$ cat config.mk
export PLATFORM = sky130hd
export DESIGN_NAME = bin_to_oct_driver
export DESIGN_NICKNAME = d
export VERILOG_FILES = /design/src/rtl/bin_to_oct_driver.sv
export SDC_FILE = /design/constraint.sdc
export NUM_CORES = 1
export LEC_CHECK = 0
export ABC_AREA = 1
export BUFFER_PORTS_ARGS = -buffer_cell sky130_fd_sc_hd__buf_4
export CORE_MARGIN = 2
export CORE_UTILIZATION = 57
export DETAILED_ROUTE_END_ITERATION = 6
export GPL_ROUTABILITY_DRIVEN = 0
export PLACE_DENSITY = 0.79
export RECOVER_POWER = 50
export SETUP_SLACK_MARGIN = 0.1
export SYNTH_ARGS = -nofsm -noshare
export SYNTH_HDL_FRONTEND = slang
export SYNTH_SLANG_ARGS = --single-unit
$ cat constraint.sdc
create_clock -name clk -period 2.2 [get_ports clk]
set_input_delay 0.11 -clock clk [delete_from_list [all_inputs] [get_ports clk]]
set_output_delay 0.11 -clock clk [all_outputs]
set_load 0.05 [all_outputs]
$ cat src/rtl/bin_to_oct_driver.sv
// bin_to_oct_driver
// Turns queued 3-bit binary codes into one-hot drive on an 8-bit Oct bus.
// Codes are accepted on a valid/ready handshake into a small FIFO. Each
// popped code is held on oct for max(dwell,1) cycles and is followed by one
// all-zero gap cycle.
//
// Optional build macro OCT_LOOPBACK_CHECK_EN adds a sticky err output. A
// priority encoder re-encodes the driven oct value every cycle, and err sets
// if that value disagrees with the popped code while driving.
//
// All outputs come from registers. An asynchronous reset therefore forces
// them to their idle values at once, even in the middle of a symbol.

module bin_to_oct_driver #(
    parameter int FIFO_DEPTH = 4,
    parameter int DWELL_W    = 4
) (
    input  logic                          clk,
    input  logic                          rst_n,
    input  logic                          in_valid,
    output logic                          in_ready,
    input  logic [2:0]                    in_bin,
    input  logic [DWELL_W-1:0]            dwell,
    output logic [7:0]                    oct,
    output logic                          oct_valid,
    output logic                          busy,
    output logic [$clog2(FIFO_DEPTH):0]   fifo_level
`ifdef OCT_LOOPBACK_CHECK_EN
    ,
    output logic                          err
`endif
);

    localparam int PTR_W = $clog2(FIFO_DEPTH);
    localparam int LVL_W = PTR_W + 1;

    localparam logic [LVL_W-1:0]   LVL_ZERO = {LVL_W{1'b0}};
    localparam logic [LVL_W-1:0]   LVL_ONE  = {{(LVL_W-1){1'b0}}, 1'b1};
    localparam logic [LVL_W-1:0]   LVL_FULL = LVL_W'(FIFO_DEPTH);
    localparam logic [PTR_W-1:0]   PTR_ONE  = {{(PTR_W-1){1'b0}}, 1'b1};
    localparam logic [DWELL_W-1:0] CNT_ZERO = {DWELL_W{1'b0}};
    localparam logic [DWELL_W-1:0] CNT_ONE  = {{(DWELL_W-1){1'b0}}, 1'b1};

    typedef enum logic [1:0] {
        ST_IDLE  = 2'd0,
        ST_DRIVE = 2'd1,
        ST_GAP   = 2'd2
    } state_t;

    // One-hot decode of a 3-bit code onto the Oct bus.
    function automatic logic [7:0] oct_decode(input logic [2:0] code);
        oct_decode = 8'b0000_0001 << code;
    endfunction

    // True when exactly one bit of the bus is set.
    function automatic logic oct_is_onehot(input logic [7:0] v);
        oct_is_onehot = (v != 8'h00) && ((v & (v - 8'h01)) == 8'h00);
    endfunction

    // ---------------------------------------------------------------------
    // Storage
    // ---------------------------------------------------------------------
    logic [2:0]         fifo_mem_r [FIFO_DEPTH];
    logic [PTR_W-1:0]   wr_ptr_r;
    logic [PTR_W-1:0]   rd_ptr_r;
    logic [LVL_W-1:0]   level_r;

    state_t             state_r;
    logic [DWELL_W-1:0] cnt_r;
    logic [2:0]         code_r;

    logic [7:0]         oct_r;
    logic               oct_valid_r;
    logic               busy_r;
    logic               in_ready_r;

    // ---------------------------------------------------------------------
    // Combinational next values
    // ---------------------------------------------------------------------
    logic               push_s;
    logic               pop_s;
    logic [2:0]         head_code_s;
    logic [DWELL_W-1:0] dwell_eff_s;
    logic [LVL_W-1:0]   level_next_s;

    state_t             state_next_s;
    logic [DWELL_W-1:0] cnt_next_s;
    logic [2:0]         code_next_s;

    logic [7:0]         oct_next_s;
    logic               oct_valid_next_s;
    logic               busy_next_s;
    logic               in_ready_next_s;

    // A push needs the registered ready flag, so a pop in the same cycle
    // cannot open a full FIFO. Pops happen only from IDLE.
    assign push_s      = in_valid && in_ready_r;
    assign pop_s       = (state_r == ST_IDLE) && (level_r != LVL_ZERO);
    assign head_code_s = fifo_mem_r[rd_ptr_r];
    assign dwell_eff_s = (dwell == CNT_ZERO) ? CNT_ONE : dwell;

    // FIFO occupancy after this cycle's push/pop.
    always_comb begin
        level_next_s = level_r;
        case ({push_s, pop_s})
            2'b10:   level_next_s = level_r + LVL_ONE;
            2'b01:   level_next_s = level_r - LVL_ONE;
            default: level_next_s = level_r;
        endcase
    end

    // Next-state logic: IDLE pops, DRIVE counts the dwell down, GAP lasts one cycle.
    always_comb begin
        state_next_s = state_r;
        cnt_next_s   = cnt_r;
        code_next_s  = code_r;
        case (state_r)
            ST_IDLE: begin
                if (pop_s) begin
                    state_next_s = ST_DRIVE;
                    code_next_s  = head_code_s;
                    cnt_next_s   = dwell_eff_s;
                end else begin
                    state_next_s = ST_IDLE;
                end
            end
            ST_DRIVE: begin
                // <= also catches a corrupted zero count, so DRIVE cannot stick.
                if (cnt_r <= CNT_ONE) begin
                    state_next_s = ST_GAP;
                    cnt_next_s   = CNT_ZERO;
                end else begin
                    cnt_next_s   = cnt_r - CNT_ONE;
                end
            end
            ST_GAP: begin
                state_next_s = ST_IDLE;
                cnt_next_s   = CNT_ZERO;
            end
            default: begin
                state_next_s = ST_IDLE;
                cnt_next_s   = CNT_ZERO;
            end
        endcase
    end

    // Output decode from the next state. The registered outputs therefore
    // line up with the state they describe.
    always_comb begin
        oct_next_s       = 8'h00;
        oct_valid_next_s = 1'b0;
        case (state_next_s)
            ST_DRIVE: begin
                oct_next_s       = oct_decode(code_next_s);
                oct_valid_next_s = 1'b1;
            end
            ST_IDLE, ST_GAP: begin
                oct_next_s       = 8'h00;
                oct_valid_next_s = 1'b0;
            end
            default: begin
                oct_next_s       = 8'h00;
                oct_valid_next_s = 1'b0;
            end
        endcase
        busy_next_s     = (state_next_s != ST_IDLE) || (level_next_s != LVL_ZERO);
        in_ready_next_s = (level_next_s != LVL_FULL);
    end

    // ---------------------------------------------------------------------
    // Registers
    // ---------------------------------------------------------------------

    // FIFO storage, pointers and occupancy. Pointers wrap at the power-of-2 depth.
    always_ff @(posedge clk or negedge rst_n) begin
        if (!rst_n) begin
            for (int i = 0; i < FIFO_DEPTH; i++) begin
                fifo_mem_r[i] <= 3'd0;
            end
            wr_ptr_r <= {PTR_W{1'b0}};
            rd_ptr_r <= {PTR_W{1'b0}};
            level_r  <= LVL_ZERO;
        end else begin
            if (push_s) begin
                fifo_mem_r[wr_ptr_r] <= in_bin;
                wr_ptr_r             <= wr_ptr_r + PTR_ONE;
            end
            if (pop_s) begin
                rd_ptr_r <= rd_ptr_r + PTR_ONE;
            end
            level_r <= level_next_s;
        end
    end

    // State register, dwell counter and the latched current code.
    always_ff @(posedge clk or negedge rst_n) begin
        if (!rst_n) begin
            state_r <= ST_IDLE;
            cnt_r   <= CNT_ZERO;
            code_r  <= 3'd0;
        end else begin
            state_r <= state_next_s;
            cnt_r   <= cnt_next_s;
            code_r  <= code_next_s;
        end
    end

    // Registered outputs. Reset puts them at their idle values.
    always_ff @(posedge clk or negedge rst_n) begin
        if (!rst_n) begin
            oct_r       <= 8'h00;
            oct_valid_r <= 1'b0;
            busy_r      <= 1'b0;
            in_ready_r  <= 1'b1;
        end else begin
            oct_r       <= oct_next_s;
            oct_valid_r <= oct_valid_next_s;
            busy_r      <= busy_next_s;
            in_ready_r  <= in_ready_next_s;
        end
    end

    assign oct        = oct_r;
    assign oct_valid  = oct_valid_r;
    assign busy       = busy_r;
    assign in_ready   = in_ready_r;
    assign fifo_level = level_r;

`ifdef OCT_LOOPBACK_CHECK_EN
    // Priority re-encode of the Oct bus. The highest set bit wins.
    function automatic logic [2:0] oct_encode(input logic [7:0] v);
        logic [2:0] code;
        code = 3'd0;
        for (int i = 0; i < 8; i++) begin
            if (v[i]) begin
                code = 3'(i);
            end else begin
                code = code;
            end
        end
        oct_encode = code;
    endfunction

    logic       err_r;
    logic       mismatch_s;
    logic [2:0] reenc_s;

    assign reenc_s    = oct_encode(oct_r);
    assign mismatch_s = (state_r == ST_DRIVE) &&
                        ((reenc_s != code_r) || !oct_is_onehot(oct_r));

    // Sticky loopback error. Only rst_n clears it.
    always_ff @(posedge clk or negedge rst_n) begin
        if (!rst_n) begin
            err_r <= 1'b0;
        end else if (mismatch_s) begin
            err_r <= 1'b1;
        end else begin
            err_r <= err_r;
        end
    end

    assign err = err_r;
`endif

endmodule

---- Word-level counts from Yosys, hierarchy flattened ----
Index checks and enable logic that the tools add are counted.
storage, ports and cells
  output and inout bits ................... 14
  logic and storage cells ................. 59
  input port bits ......................... 10
  bits in registers ....................... 39
operators by class
  add/subtract/negate cells ............... 5
  reductions and logical operators ........ 9
  mux-type cells .......................... 18
  equality and inequality tests ........... 6
  magnitude comparators ................... 4
  shift-type cells ........................ 1
  bitwise operators ....................... 2
operators by type and width
  operator                                              number
  two-way mux 3 bit                                     5
  bitwise mux 12 bit                                    1
  two-way mux 4 bit                                     3
  two-way mux 8 bit                                     1
  one-hot mux 4 bit (2 select lines)                    1
  left shift 1 x 3 -> 8 bit (first input constant)      1
  binary-select mux 3 bit (select 2 bit)                1
  demux 3 bit (select 2 bit)                            1
  == test 2 x 1 -> 1 bit (second input constant)        3
  >= comparator 3 bit (second input constant)           2
  inverter 2 -> 3 bit                                   2
  one-hot mux 3 bit (2 select lines)                    1
  nonzero test 3 bit                                    2
  adder 2 x 1 -> 2 bit (second input constant)          2
  <= comparator 4 x 1 -> 1 bit (second input constant)  1
  logical NOT 4 bit                                     1
  one-hot mux 2 bit (2 select lines)                    1
  subtractor 4 x 1 -> 4 bit (second input constant)     1
  adder 3 x 1 -> 3 bit (second input constant)          1
  logical AND 1 bit                                     3
  < comparator 3 x 1 -> 1 bit (second input constant)   1
  inequality test 3 bit (second input constant)         1
  subtractor 3 x 1 -> 3 bit (second input constant)     1
  == test 2 bit (second input constant)                 1
  6 further kinds                                       7

---- Longest topological paths before layout ----
Gate-level depths: netlist (run 1).
  word-level depth ........................ 8
  depth in mapped cells ................... 12

---- Worst setup path after synthesis (run 1) ----
OpenSTA, ideal clock, no wires.
  kind .................................... register -> register
  start point ............................. register level_r[2] (netlist: fifo_level[2])
  end point ............................... register busy_r (netlist: busy)
  cell stages (with the launch flop) ...... 9
  library setup time ...................... 0.121 ns
  data arrival time ....................... 2.120 ns
  path slack .............................. -0.042 ns
  required time ........................... 2.079 ns
  cell sequence ........................... dfrtp_1 > inv_1 > a21oi_4 > ha_1 > inv_1 > fa_1 > o21ai_0 > nor3_1 > nand2_1
on the way
  cells in the longest elaborated chain, start to end .. 6
RTL lines
  what                                                            line  RTL
  from (decl)                                                     66    logic [LVL_W-1:0] level_r;
  from (signal assigned)                                          191   level_r <= level_next_s;
  nonzero test 3 bit (*)                                          98    assign pop_s = (state_r == ST_IDLE) && (level_r != LVL_ZERO);
  logical AND 1 bit (*)                                           98
  == test 2 x 1 -> 1 bit / == test 2 bit (equally long branches)  105   case ({push_s, pop_s})
  one-hot mux 3 bit (2 select lines) (*)                          105
  net level_next_s[1]                                             84    logic [LVL_W-1:0] level_next_s;
  nonzero test 3 bit (*)                                          166   busy_next_s = (state_next_s != ST_IDLE) || (level_next_s != LVL_ZERO);
  logical OR 1 bit (*)                                            166
  net busy_next_s                                                 92    logic busy_next_s;
  to (signal assigned)                                            218   busy_r <= busy_next_s;
  to (decl)                                                       74    logic busy_r;
The timed path passes the listed nets; every way through them passes the cells marked *.
A chain may end at the register's enable or synchronous reset.

---- Worst setup path after layout (run 1) ----
  start point ............................. register state_r[0]
  end point ............................... register busy_r (netlist: busy)
on the way
  cells in the longest elaborated chain, start to end .. 6
RTL lines
  what                                                            line  RTL
  from (decl)                                                     68    state_t state_r;
  from (signal assigned)                                          202   state_r <= state_next_s;
  logical NOT 2 bit (*)                                           98
  logical AND 1 bit (*)                                           98
  == test 2 x 1 -> 1 bit / == test 2 bit (equally long branches)  105
  one-hot mux 3 bit (2 select lines) (*)                          105
  net level_next_s[1]                                             84
  nonzero test 3 bit (*)                                          166
  logical OR 1 bit (*)                                            166
  net busy_next_s                                                 92
Marked as above.

==> results summary, run 1 <==
The die covers between 3000 and 4000 µm². Final hold analysis gives a worst-case slack of 0.0684 ns. The cell depth of the worst flop-to-flop path came out at 9. 24 I/O pins were placed. The average footprint of a synthesized cell came out at 8.30 µm². The cell sitting at the root of the clock tree is a sky130_fd_sc_hd__clkbuf_4.

The synthesized netlist devotes around a quarter of its cell area to simple gates. The antenna cell count is 0. The actual slew at the worst max-slew pin came out at about 0.91 ns. The multiplexer share of the synthesized area came out at 0%. The critical path arrival came out at about 2.2 ns. The total via count in the routed design came out at approximately 1,400. IR analysis of the VDD net gives a maximum drop of 944 µV. The initial antenna violation count is 0. The highest clock frequency the design can meet came out at about 510 MHz. The footprint of the flip-flops and latches came out at approximately 1000 µm². The synthesized netlist contains 21 unique library cells.

The final sum of negative setup slack is 0 ns. TritonCTS built the clock tree. The gate count after technology mapping is approximately 230. STA classifies the critical path endpoint as a flop. Among all stages on the critical path, the largest delay is contributed by sky130_fd_sc_hd__fa_2. The global-route wire length before repair came out at ~5400 µm. By area, the combinational part of the netlist is dominated by simple AND/OR/NAND/NOR gates. The power density relative to cell area came out at roughly 1600 nW/µm². After layout, the worst path uses a little under 90% of the clock period. The post-detailed-route DRC marker count is 0.

When the netlist entered floorplanning its net count stood at between 200 and 250. The antenna violation net count after detailed routing is 0. The number of search-and-repair iterations in the first detailed-routing pass is 4. The chip height came out at slightly above 60 µm. The final-report hold violation count came out at 0.

The number of buffers between clock root and the deepest sink came out at 2. Clock tree synthesis inserted a total of 5 buffers. The source-to-sink clock delay at the later pin of the worst-skew pair is roughly 0.34 ns. The most numerous cell type found on the critical path is sky130_fd_sc_hd__inv_1.

The async set-reset flop share out of synthesis is 100%. The required time reported for the critical path endpoint came out at 2.44 ns. The Yosys warning count came out at 0. The worst setup path is launched from a flop. The sequential cell area fraction in the yosys report is between 50% and 60%. The largest fanout on the critical path is 3. Summing the areas of all compound-gate instances in the mapped netlist gives 5.89% of the synthesized area.

The number of cells in the design after placement came out at slightly below 300. The max-cap violation count came out at 0. The delay of the slowest cell on the worst path came out at 0.52 ns. The filler cells instantiated in the layout total approximately 270. Entering global routing, the biggest net connects 40 pins.

The initial utilization of the core area, before any placement, comes to approximately 61%. The static leakage is 1.17 nW. The clock sink count is 39.

The post-detailed-route wirelength per cell is roughly 10 µm. Buffers added to address setup during post-CTS repair amount to 0. The most common flop cell mapped by yosys is sky130_fd_sc_hd__dfrtp_1.

Counting instances, the worst hold path has a depth of 5. The signed area change from the synthesized netlist to the final layout came out at 14.8%. The synthesized flop and latch total is 39. The floorplan has 20 rows. The count of pins over their slew limit came to 0. The run finished with clean final reports. The number of DRC violations after detailed-routing iteration 0 came out at just under 80.

The count of buffers added on input and output ports is 23. The signal on the critical path passes through inv_1, nand2_2, a21oi_4, ha_1, inv_1, fa_2, o21ai_1, nor3_1, nand2_1. The number of global-route vias before repair came to around 1,300.

Clock-pin slew was measured on the worst setup and hold paths at 0.11 ns. The critical path class is flop to flop. The sum of net half-perimeters after detailed placement came out at 2320 µm. The path category of the worst min-delay check is input port to flop. The worst setup skew after layout is 0.0124 ns. The overall power came out at about 0.0035 W.

The number of synthesized flops with an enable pin came out at 0. The multi-input combinational cells in the finished layout cover a total of 779 µm². The number of setup violations in the final report is 0. The adder-cell share of the synthesized area came out at 5.69%. The wire length after detailed routing came out at between 3000 and 4000 µm. In this run the tightest slew margin relative to its limit is 39.7%. The final non-filler cell total came out at about 300. The post-layout utilization of the core is between 70% and 80%. Subtracting the final worst setup slack from the clock period gives ~2.0 ns. The fraction of final layout cells sized beyond drive strength 1 came out at 17.3%. The synthesized netlist devotes 2.31% of its cell area to XOR and XNOR gates. Dividing the detail-routed via count by the number of cells gives roughly 4.7. The die is roughly 62 µm wide. Setup repair after global routing left no endpoint under its margin. The standard cell core area came out at ~3100 µm². The leftover overflow at the end of global routing is 0. The final net count came out at roughly 280. For this run, the total global-route usage over all layers was measured as between 10% and 20%. CTS built an H-tree with a depth of 2. The netlist area before placement came out at approximately 1900 µm².
-- synthesized netlist by cell type (2+ instances only) --
| cell type | instances | area (µm²) |
|---|---|---|
| sky130_fd_sc_hd__xnor2_1 | 2 | 17.5 |
| sky130_fd_sc_hd__nor3_1 | 2 | 10.0 |
| sky130_fd_sc_hd__inv_2 | 2 | 7.51 |
| sky130_fd_sc_hd__nor2_1 | 16 | 60.1 |
| sky130_fd_sc_hd__o21ai_0 | 17 | 85.1 |
| sky130_fd_sc_hd__nand2_1 | 78 | 293 |
| sky130_fd_sc_hd__nand2_2 | 6 | 37.5 |
| sky130_fd_sc_hd__ha_1 | 7 | 87.6 |
| sky130_fd_sc_hd__xor2_1 | 3 | 26.3 |
| sky130_fd_sc_hd__inv_1 | 34 | 128 |
| sky130_fd_sc_hd__nand3_2 | 2 | 20.0 |
| sky130_fd_sc_hd__nand3_1 | 12 | 60.1 |
| sky130_fd_sc_hd__a21oi_1 | 2 | 10.0 |
| sky130_fd_sc_hd__dfrtp_1 | 38 | 951 |
-- cells in the final DEF (no fill, tap or decap), types with 2 or more instances in the layout --
| master | instances |
|---|---|
| sky130_fd_sc_hd__buf_4 | 17 |
| sky130_fd_sc_hd__clkbuf_1 | 8 |
| sky130_fd_sc_hd__clkbuf_4 | 5 |
| sky130_fd_sc_hd__dfrtp_1 | 35 |
| sky130_fd_sc_hd__dfrtp_2 | 3 |
| sky130_fd_sc_hd__ha_1 | 7 |
| sky130_fd_sc_hd__inv_1 | 34 |
| sky130_fd_sc_hd__inv_2 | 2 |
| sky130_fd_sc_hd__nand2_1 | 78 |
| sky130_fd_sc_hd__nand2_2 | 6 |
| sky130_fd_sc_hd__nand3_1 | 12 |
| sky130_fd_sc_hd__nand3_2 | 2 |
| sky130_fd_sc_hd__nor2_1 | 16 |
| sky130_fd_sc_hd__nor3_1 | 2 |
| sky130_fd_sc_hd__o21ai_0 | 16 |
| sky130_fd_sc_hd__xnor2_1 | 2 |
| sky130_fd_sc_hd__xor2_1 | 2 |
-- power by group --
group	total [W]	internal, W	switching [W]	leakage (nW)
Clock	0.000341	0.000125	0.000216	0.0293
Sequential	0.00124	0.00103	0.000206	0.486
Combinational	0.00195	0.000632	0.00132	0.650
Total	0.00353	0.00179	0.00174	1.17
-- sequential cells by signal (all words and copies together) (netlist names) --
signal	cells
state_r	2
oct	8
code_r	3
fifo_level	3
wr_ptr_r	2
rd_ptr_r	2
cnt_r	4
in_ready	1
oct_valid	1
busy	1
fifo_mem_r	12
-- per-stage QoR --
| step | instance area (µm²) | worst slack [ns] |
|---|---|---|
| after CTS | 2180 | 0.255 |
| after global routing | 2170 | 0.0957 |
| after global placement | 2120 | 0.358 |
| after detailed placement | 2120 | 0.272 |
| after floorplan | 1900 | 0.122 |
| final | 2170 | 0.232 |
-- metal layers --
layer / global-route usage, % / part of all wire [%] / up-vias
met2: 31.0 / 47 / 26
met1: 24.9 / 48 / 643
met4: 9.12 / 1.9 / 0
met5: 0 / 0 / -
met3: 5.04 / 3.8 / 8
li1: - / - / 755
-- logic make-up (layout without fill, tap and decap cells) --
family / Yosys count / after routing
adders and majority gates: 8 / 8
xor gates and xnor gates: 5 / 5
DFF: 39 / 39
and+or+nand+nor: 118 / 118
AOI/OAI and AO/OA: 20 / 20
buffers and inverters: 38 / 70
-- worst max-delay path: cells and delay by family (launching register included) --
family / cells / cell delay (ns)
AO/OA/AOI/OAI: 2 / 0.23
buffers and inverters: 2 / 0.14
adder cells (fa/ha/maj): 2 / 0.69
AND/OR/NAND/NOR: 3 / 0.38
flip-flops: 1 / 0.41
-- final timing paths --
kind / from / endpoint / slack [ns]
setup / recovery: state_r[0]$_DFF_PN0_ / busy$_DFF_PN0_ / 0.23
hold / removal: dwell[3] / cnt_r[3]$_DFFE_PN0P_ / 0.07
hold reg to reg: fifo_mem_r[0]$_DFFE_PN0P_ / fifo_mem_r[0]$_DFFE_PN0P_ / 0.50
max in group asynchronous: rst_n / fifo_level[0]$_DFF_PN0_ / 1.17
min in group asynchronous: rst_n / busy$_DFF_PN0_ / 0.42
setup reg to reg: state_r[0]$_DFF_PN0_ / busy$_DFF_PN0_ / 0.23
-- what timing repair did --
item | CTS | global route
endpoints found under the hold margin | 38 | 0
setup endpoints to repair | 0 | 2
hold buffers | 1 | 0
gates resized for setup | 0 | 4
-- area by class of cell --
type / count / area share [%]
Timing Repair Buffer: 25 / 7.60
Clock buffer: 7 / 2.07
Multi-Input combinational cell: 151 / 35.9
Inverter: 37 / 6.51
Tap cell: 44 / 2.53
Clock inverter: 1 / 0.230
Sequential cell: 39 / 45.2
No activity file was read; power rests on OpenSTA's default activity.
==> inputs of run 2 (changes only) <==
--- a/config.mk
+++ b/config.mk
@@ -7,10 +7,12 @@
 export LEC_CHECK = 0
 export ABC_AREA = 1
 export BUFFER_PORTS_ARGS = -buffer_cell sky130_fd_sc_hd__buf_4
+export CAP_MARGIN = 0
 export CORE_MARGIN = 2
 export CORE_UTILIZATION = 57
 export DETAILED_ROUTE_END_ITERATION = 6
 export GPL_ROUTABILITY_DRIVEN = 0
+export MAX_ROUTING_LAYER = met4
 export PLACE_DENSITY = 0.79
 export RECOVER_POWER = 50
 export SETUP_SLACK_MARGIN = 0.1
==> run 2 against run 1 <==
  * Clock power about the same
  * Highest routed layer unchanged
  * Final area unchanged
  * Total power about the same
  * Wire length about the same
  * Maximum frequency about the same
  * Die area unchanged
  * Critical endpoint unchanged
  * Cell count unchanged
  * Sequential power about the same
==> results summary, run 2 (synthesis results as in run 1) <==
The most numerous cell type found on the critical path is sky130_fd_sc_hd__inv_1. The count of pins over their slew limit was 0. The tool flagged a number of max-cap violations equal to 0. The antenna violation net count after detailed routing is 0. Setup repair after global routing left no endpoint under its margin. After routing, the total negative slack on setup checks comes to 0 ns. In the layout the commonest cells are sky130_fd_sc_hd__nand2_1 (78), sky130_fd_sc_hd__dfrtp_1 (35), sky130_fd_sc_hd__inv_1 (34), sky130_fd_sc_hd__buf_4 (17). The global-route wire length before repair is between 5000 and 6000 µm.

The static leakage came out at 1.17 nW. Summed over all layers, the routed wires come to about 3100 µm. The startpoint identified for the worst hold timing path is dwell[3]. The initial utilization of the core area, before any placement, comes to between 60 and 70%. The die outline area came out at ~3800 µm². The worst-case hold slack is roughly 0.07 ns. Setup violations remaining at the end of the flow were counted as 0. The leftover overflow at the end of global routing is 0. The final net count came out at between 200 and 300. The library cell used most frequently in the layout, excluding fill and tap cells, is sky130_fd_sc_hd__nand2_1. In the finished design, the share of the clock period the worst path needs comes to about nine tenths. The register with the most flip-flops is fifo_mem_r. The actual slew at the worst max-slew pin came out at 0.905 ns. The pin count of the biggest net entering global routing is 40. The fraction of final layout cells sized beyond drive strength 1 is 17.3%.

The width of the die is about 62 µm. In this run the vertical extent of the chip is ~62 µm. The number of flip-flops in the largest register came out at 12. In this run the clock root is driven by a sky130_fd_sc_hd__clkbuf_4. The cell-internal power came out at 0.00179 W. The source-to-sink clock delay at the later pin of the worst-skew pair came out at 0.34 ns. The cell with the largest stage delay on the worst path is sky130_fd_sc_hd__fa_2. The final-report hold violation count came to 0. The worst register-to-register path begins at state_r[0]$_DFF_PN0_. The required time reported for the critical path endpoint is ~2.4 ns. In this run the worst hold path is classified as input port to flop. The time the final worst path needs with I/O delays and setup is 1.97 ns. The number of ports placed on the die boundary came out at 24. The critical path crosses 9 cells after its start point.

From synthesis to final layout, the design area changed by 14.8%. The antenna cell count came out at 0. The sum of net half-perimeters after detailed placement came out at around 2300 µm. The critical path starts at state_r[0]$_DFF_PN0_. The post-detailed-route wirelength per cell came out at 10.3 µm. The longest clock path from root to sink contains 2 buffers. The flow ran to the end, and the final reports show no timing, DRC or antenna violations. The peak supply drop came out at about 940 µV. In this run the register-to-register setup slack is roughly 0.23 ns. The number of buffers inserted by port buffering is 23. Counting the fill cells in the layout gives between 200 and 300. After clock tree synthesis, the clock-pin slew on the worst setup and hold paths is 0.11 ns.

Dividing total power by cell area gives a power density of approximately 1600 nW/µm². Traced cell by cell, the critical path runs through inv_1, nand2_2, a21oi_4, ha_1, inv_1, fa_2, o21ai_1, nor3_1, nand2_1. The standard cell core area came out at between 3000 and 4000 µm². Dividing the detail-routed via count by the number of cells gives between 4 and 5. TritonCTS built the clock tree. The endpoint of the most critical setup path is busy$_DFF_PN0_. The largest fanout on the critical path is 3.

The number of standard-cell rows in the floorplan is 20. The startpoint kind of the worst setup timing path is a flop. The worst setup skew after layout came out at roughly 0.011 ns. The share of power burned in combinational logic is 55.3%.

The headroom to the max-slew limit is roughly two fifths. The post-detailed-route DRC marker count came out at 0. For this run, the total global-route usage over all layers was measured as 20.2%. The initial antenna violation count is 0. The clock sink count came out at 39. The clock network accounts for under 10% of the total power. The cell family contributing the most delay on the critical path is adder cells. The cell depth of the worst flop-to-flop path came out at 9. For this run, the share of the core covered by cells in the final layout is between 70% and 80%.

The largest single stage delay on the critical path is about 0.52 ns. The number of buffers and inverters on the critical path is 2. In this run the critical register-to-register path is captured at busy$_DFF_PN0_. The switching power share of the total is approximately 49%. By startpoint and endpoint, the worst setup path is classified as flop to flop. Derived from the worst setup path, the maximum achievable clock frequency is roughly 500 MHz. The sequential cell fraction of total power is roughly a third.

For this run, the detailed router's first-pass iteration total came to 4. The analysis attributes to net switching a power of 0.00174 W. The critical path endpoint category is a flop.

TritonCTS created 5 clock buffers. The number of global-route vias before repair came out at 1,276. For this block, the via count after detailed routing is 1,428. The number of DRC violations after detailed-routing iteration 0 is between 70 and 80. The clock tree synthesis step divided the H-tree into 2 levels. Data arrives at the worst endpoint at around 2.2 ns.
-- run 2: stage by stage --
| step | instance area (µm²) | setup slack [ns] | power [W] | instances |
|---|---|---|---|---|
| 2_1_floorplan | 1900 | 0.122 | 0.00273 | 228 |
| 3_5_place_dp | 2120 | 0.272 | 0.00320 | 295 |
| 4_1_cts | 2180 | 0.255 | 0.00355 | 304 |
| 3_3_place_gp | 2120 | 0.358 | 0.00314 | 295 |
| 5_1_grt | 2170 | 0.0957 | 0.00389 | 304 |
| 6_report | 2170 | 0.232 | 0.00353 | 304 |
-- run 2: worst min-delay path, cell delays in order --
cell	delay (ns)
sky130_fd_sc_hd__buf_4	0.08
sky130_fd_sc_hd__nand2_1	0.05
sky130_fd_sc_hd__nand2_1	0.06
sky130_fd_sc_hd__nand2_1	0.04
sky130_fd_sc_hd__nand2_1	0.05
-- run 2: timing repair --
action / 4_1_cts / 5_1_grt
buffers inserted: 0 / 0
hold endpoints to repair: 38 / 0
resized for setup: 0 / 4
hold buffers: 1 / 0
setup endpoints to repair: 0 / 2
-- run 2: worst min path at each step --
stage,end,slack [ns],cells after the start
after floorplan,busy$_DFF_PN0_,-0.19,0
after global placement,wr_ptr_r[0]$_DFFE_PN0P_,0.10,1
after detailed placement,wr_ptr_r[1]$_DFFE_PN0P_,0.1,1
after CTS,cnt_r[3]$_DFFE_PN0P_,0.06,5
after global routing,fifo_mem_r[8]$_DFFE_PN0P_,0.07,3
final,cnt_r[3]$_DFFE_PN0P_,0.07,5
-- run 2: layout make-up --
class,count,area (µm²),share of cell area [%]
tap,44,55.1,2.53
clock buffer,7,45.0,2.07
sequential,39,981,45.2
multi-input combinational,151,779,35.9
timing repair buffer,25,165,7.60
inverter,37,141,6.51
clock inverter,1,5.00,0.230
-- run 2: power by group through the flow --
stage	combinational [W]	clock (W)	sequential, W
floorplan	0.00122	0	0.00151
global placement	0.00189	0	0.00125
detailed placement	0.00194	0	0.00126
CTS	0.00195	0.000351	0.00124
global route	0.00222	0.000390	0.00128
finish	0.00195	0.000340	0.00124
-- run 2: layer usage --
| layer | share of wire [%] | vias up | GRT usage (%) |
|---|---|---|---|
| met5 | 0 | - | - |
| met4 | 1.8 | 0 | 6.38 |
| met3 | 3.6 | 8 | 7.56 |
| met2 | 47 | 26 | 31.0 |
| met1 | 48 | 640 | 24.9 |
| li1 | - | 754 | - |
==> inputs of run 3 (changes only) <==
--- a/config.mk
+++ b/config.mk
@@ -7,7 +7,6 @@
 export LEC_CHECK = 0
 export ABC_AREA = 1
 export BUFFER_PORTS_ARGS = -buffer_cell sky130_fd_sc_hd__buf_4
-export CAP_MARGIN = 0
 export CORE_MARGIN = 2
 export CORE_UTILIZATION = 57
 export DETAILED_ROUTE_END_ITERATION = 6
@@ -15,6 +14,7 @@
 export MAX_ROUTING_LAYER = met4
 export PLACE_DENSITY = 0.79
 export RECOVER_POWER = 50
+export REMOVE_ABC_BUFFERS = 1
 export SETUP_SLACK_MARGIN = 0.1
 export SYNTH_ARGS = -nofsm -noshare
 export SYNTH_HDL_FRONTEND = slang
==> run 3 against run 2 <==
  * Critical path depth unchanged
  * Setup slack better by 0.045 ns
  * Core utilization rose by 0.44 points
  * Non-clock buffer count stayed put
  * Worst hold slack got worse by 0.014 ns
==> results summary, run 3 (synthesis results as in run 1) <==
The worst setup path is of the flop to flop kind. Before CTS, the worst setup slack after placement is approximately 0.25 ns. The via density per instance came out at 4.73. Measured along the y axis, the die boundary spans 61.6 µm.

Leaving out fill and tap cells, the most frequent cells in the layout are sky130_fd_sc_hd__nand2_1 (78), sky130_fd_sc_hd__dfrtp_1 (38), sky130_fd_sc_hd__inv_1 (34), sky130_fd_sc_hd__o21ai_0 (17), sky130_fd_sc_hd__buf_4 (17). The number of buffers between clock root and the deepest sink is 2. The required time reported for the critical path endpoint is around 2.5 ns. More flip-flops sit in one register than any other, and that register is fifo_mem_r.

The initial utilization of the core area, before any placement, comes to between 60% and 70%. The share of power burned in the clock network is 11.6%. The final sum of negative setup slack came out at 0 ns. The critical path endpoint category is a flop. The max-cap violation count is 0. The signed area change from the synthesized netlist to the final layout is 15.5%. TritonCTS built the clock tree. Measured against its own limit, the worst slew margin works out to 38.0%. The number of DRC violations after detailed-routing iteration 0 came out at between 80 and 90. The sum of net half-perimeters after detailed placement came out at roughly 2500 µm. The peak supply drop is 928 µV. For this design, the slowest cell found on the critical path is sky130_fd_sc_hd__fa_2. The sequential cell fraction of total power came out at around a third. The source-to-sink clock delay at the later pin of the worst-skew pair came out at roughly 0.35 ns. The final setup slack of the worst path came out at 0.277 ns. The worst setup skew after layout came out at approximately 0.012 ns.

The delay of the slowest cell on the worst path is 0.51 ns. The cell-internal power came out at roughly 0.0018 W. The share of power burned in combinational logic is a little over half. The number of standard-cell rows in the floorplan came out at 20. Buffers added to address setup during post-CTS repair amount to 0. Setup repair after global routing left no endpoint under its margin. The width of the die is between 60 and 70 µm. The tightest min-delay check is of the input port to flop type.

The die outline area is around 3800 µm². The leftover overflow at the end of global routing is 0. The post-layout utilization of the core is a little over two thirds. The number of flip-flops in the largest register is 12.

Entering global routing, the biggest net connects 40 pins. After layout, the worst path uses between 80 and 90% of the clock period. In this run the worst path has a maximum fanout of 3. The total via count in the routed design came out at between 1,000 and 1,500.

The flow ran to the end, and the final reports show no timing, DRC or antenna violations. The count of pins over their slew limit came out at 0. The number of antenna diodes in the final layout is 0. The static leakage is about 1.2 nW. In this run the power spent charging and discharging nets is 0.00174 W. The root buffer cell chosen for the clock tree is sky130_fd_sc_hd__clkbuf_4. Setup violations remaining at the end of the flow were counted as 0. 24 I/O pins were placed. The slack of the worst reg-to-reg path came out at around 0.28 ns. Dividing the detail-routed wire length by the instance count gives ~11 µm. The number of buffers inserted by port buffering came out at 23.

The library cell used most frequently in the layout, excluding fill and tap cells, is sky130_fd_sc_hd__nand2_1. The initial antenna violation count came to 0. The standard cell core area is a little over 3000 µm². The power density relative to cell area is between 1500 and 2000 nW/µm².

The number of global-route vias before repair is 1,273. The CTS H-tree depth came out at 2. The global-route wire length before repair came out at roughly 5400 µm.

The detail route stage leaves a number of antenna-violating nets equal to 0. Walking the worst path, the cells encountered are inv_2, nand2_2, a21oi_4, ha_2, inv_1, fa_2, o21ai_0, nor3_1, nand2_1. The time the final worst path needs with I/O delays and setup came out at ~1.9 ns. The switching power share of the total came out at 48.6%.

The highest clock frequency the design can meet is approximately 520 MHz. The clock slew seen by the registers of the worst setup and hold paths is roughly 0.11 ns. Of the cells placed in the final design, the portion with a size suffix greater than 1 is 16.5%. CTS saw 39 sinks.

The critical path arrival came out at 2.17 ns. In this run, CTS created clock tree buffers numbering 5. STA classifies the critical path startpoint as a flop.

The post-detailed-route DRC marker count is 0. The final-report hold violation count is 0. Global routing used about a fifth of the available tracks across all layers.

The final net count came out at between 200 and 300. For the pin with the worst max-slew slack, the measured transition is between 0.9 and 1 ns. For this block, the routed nets add up to 3270 µm of wire. The number of search-and-repair iterations in the first detailed-routing pass is 6.
run 3: per-layer routing:
layer	GRT usage (%)	vias to the layer above	share of wire, %
met5	-	-	0
met4	7.29	0	1.6
met3	6.93	6	3.9
met2	32.8	24	48
met1	24.0	654	46
li1	-	755	-
run 3: what timing repair did:
item	in CTS	in global routing
hold endpoints to repair	38	0
endpoints found under the setup margin	0	2
resized for setup	0	3
hold buffers	1	0
run 3: final timing paths:
path                                      startpoint                   endpoint  cells after the start
min                                         dwell[3]       cnt_r[3]$_DFFE_PN0P_                      5
max in group asynchronous                      rst_n           oct[7]$_DFF_PN0_                      2
min in group asynchronous                      rst_n    wr_ptr_r[0]$_DFFE_PN0P_                      2
max reg2reg                     state_r[1]$_DFF_PN0_             busy$_DFF_PN0_                      9
min reg2reg                fifo_mem_r[1]$_DFFE_PN0P_  fifo_mem_r[1]$_DFFE_PN0P_                      2
max                             state_r[1]$_DFF_PN0_             busy$_DFF_PN0_                      9
run 3: area by class of cell:
cell class              instances  area [µm²]
multi-input cells             151         778
clock buffers                   8        68.8
well taps                      44        55.1
inverters                      37         141
repair buffers                 25         165
flip-flops and latches         39         977
fillers                       284         917
run 3: critical path, delay by kind of cell, from the launching register on:
family	cells	cell delay, ns
fa+ha+maj	2	0.70
flops	1	0.39
simple gates	3	0.32
compound gates	2	0.27
buf+inv	2	0.13
run 3: power groups by stage:
stage / combinational [W] / clock [W] / sequential [W]
floorplan: 0.00119 / 0 / 0.00152
global placement: 0.00189 / 0 / 0.00124
detailed placement: 0.00195 / 0 / 0.00125
CTS: 0.00196 / 0.000423 / 0.00124
global route: 0.00219 / 0.000462 / 0.00127
finish: 0.00193 / 0.000416 / 0.00123
run 3: through the flow:
stage	total power (W)	cell area (µm²)	hold slack (ns)	instances
after floorplan	0.00271	1880	-0.186	227
after global placement	0.00313	2120	0.103	295
after detailed placement	0.00320	2120	0.0993	295
after CTS	0.00362	2200	0.0492	304
after global routing	0.00392	2190	0.0596	304
final	0.00358	2190	0.0558	304
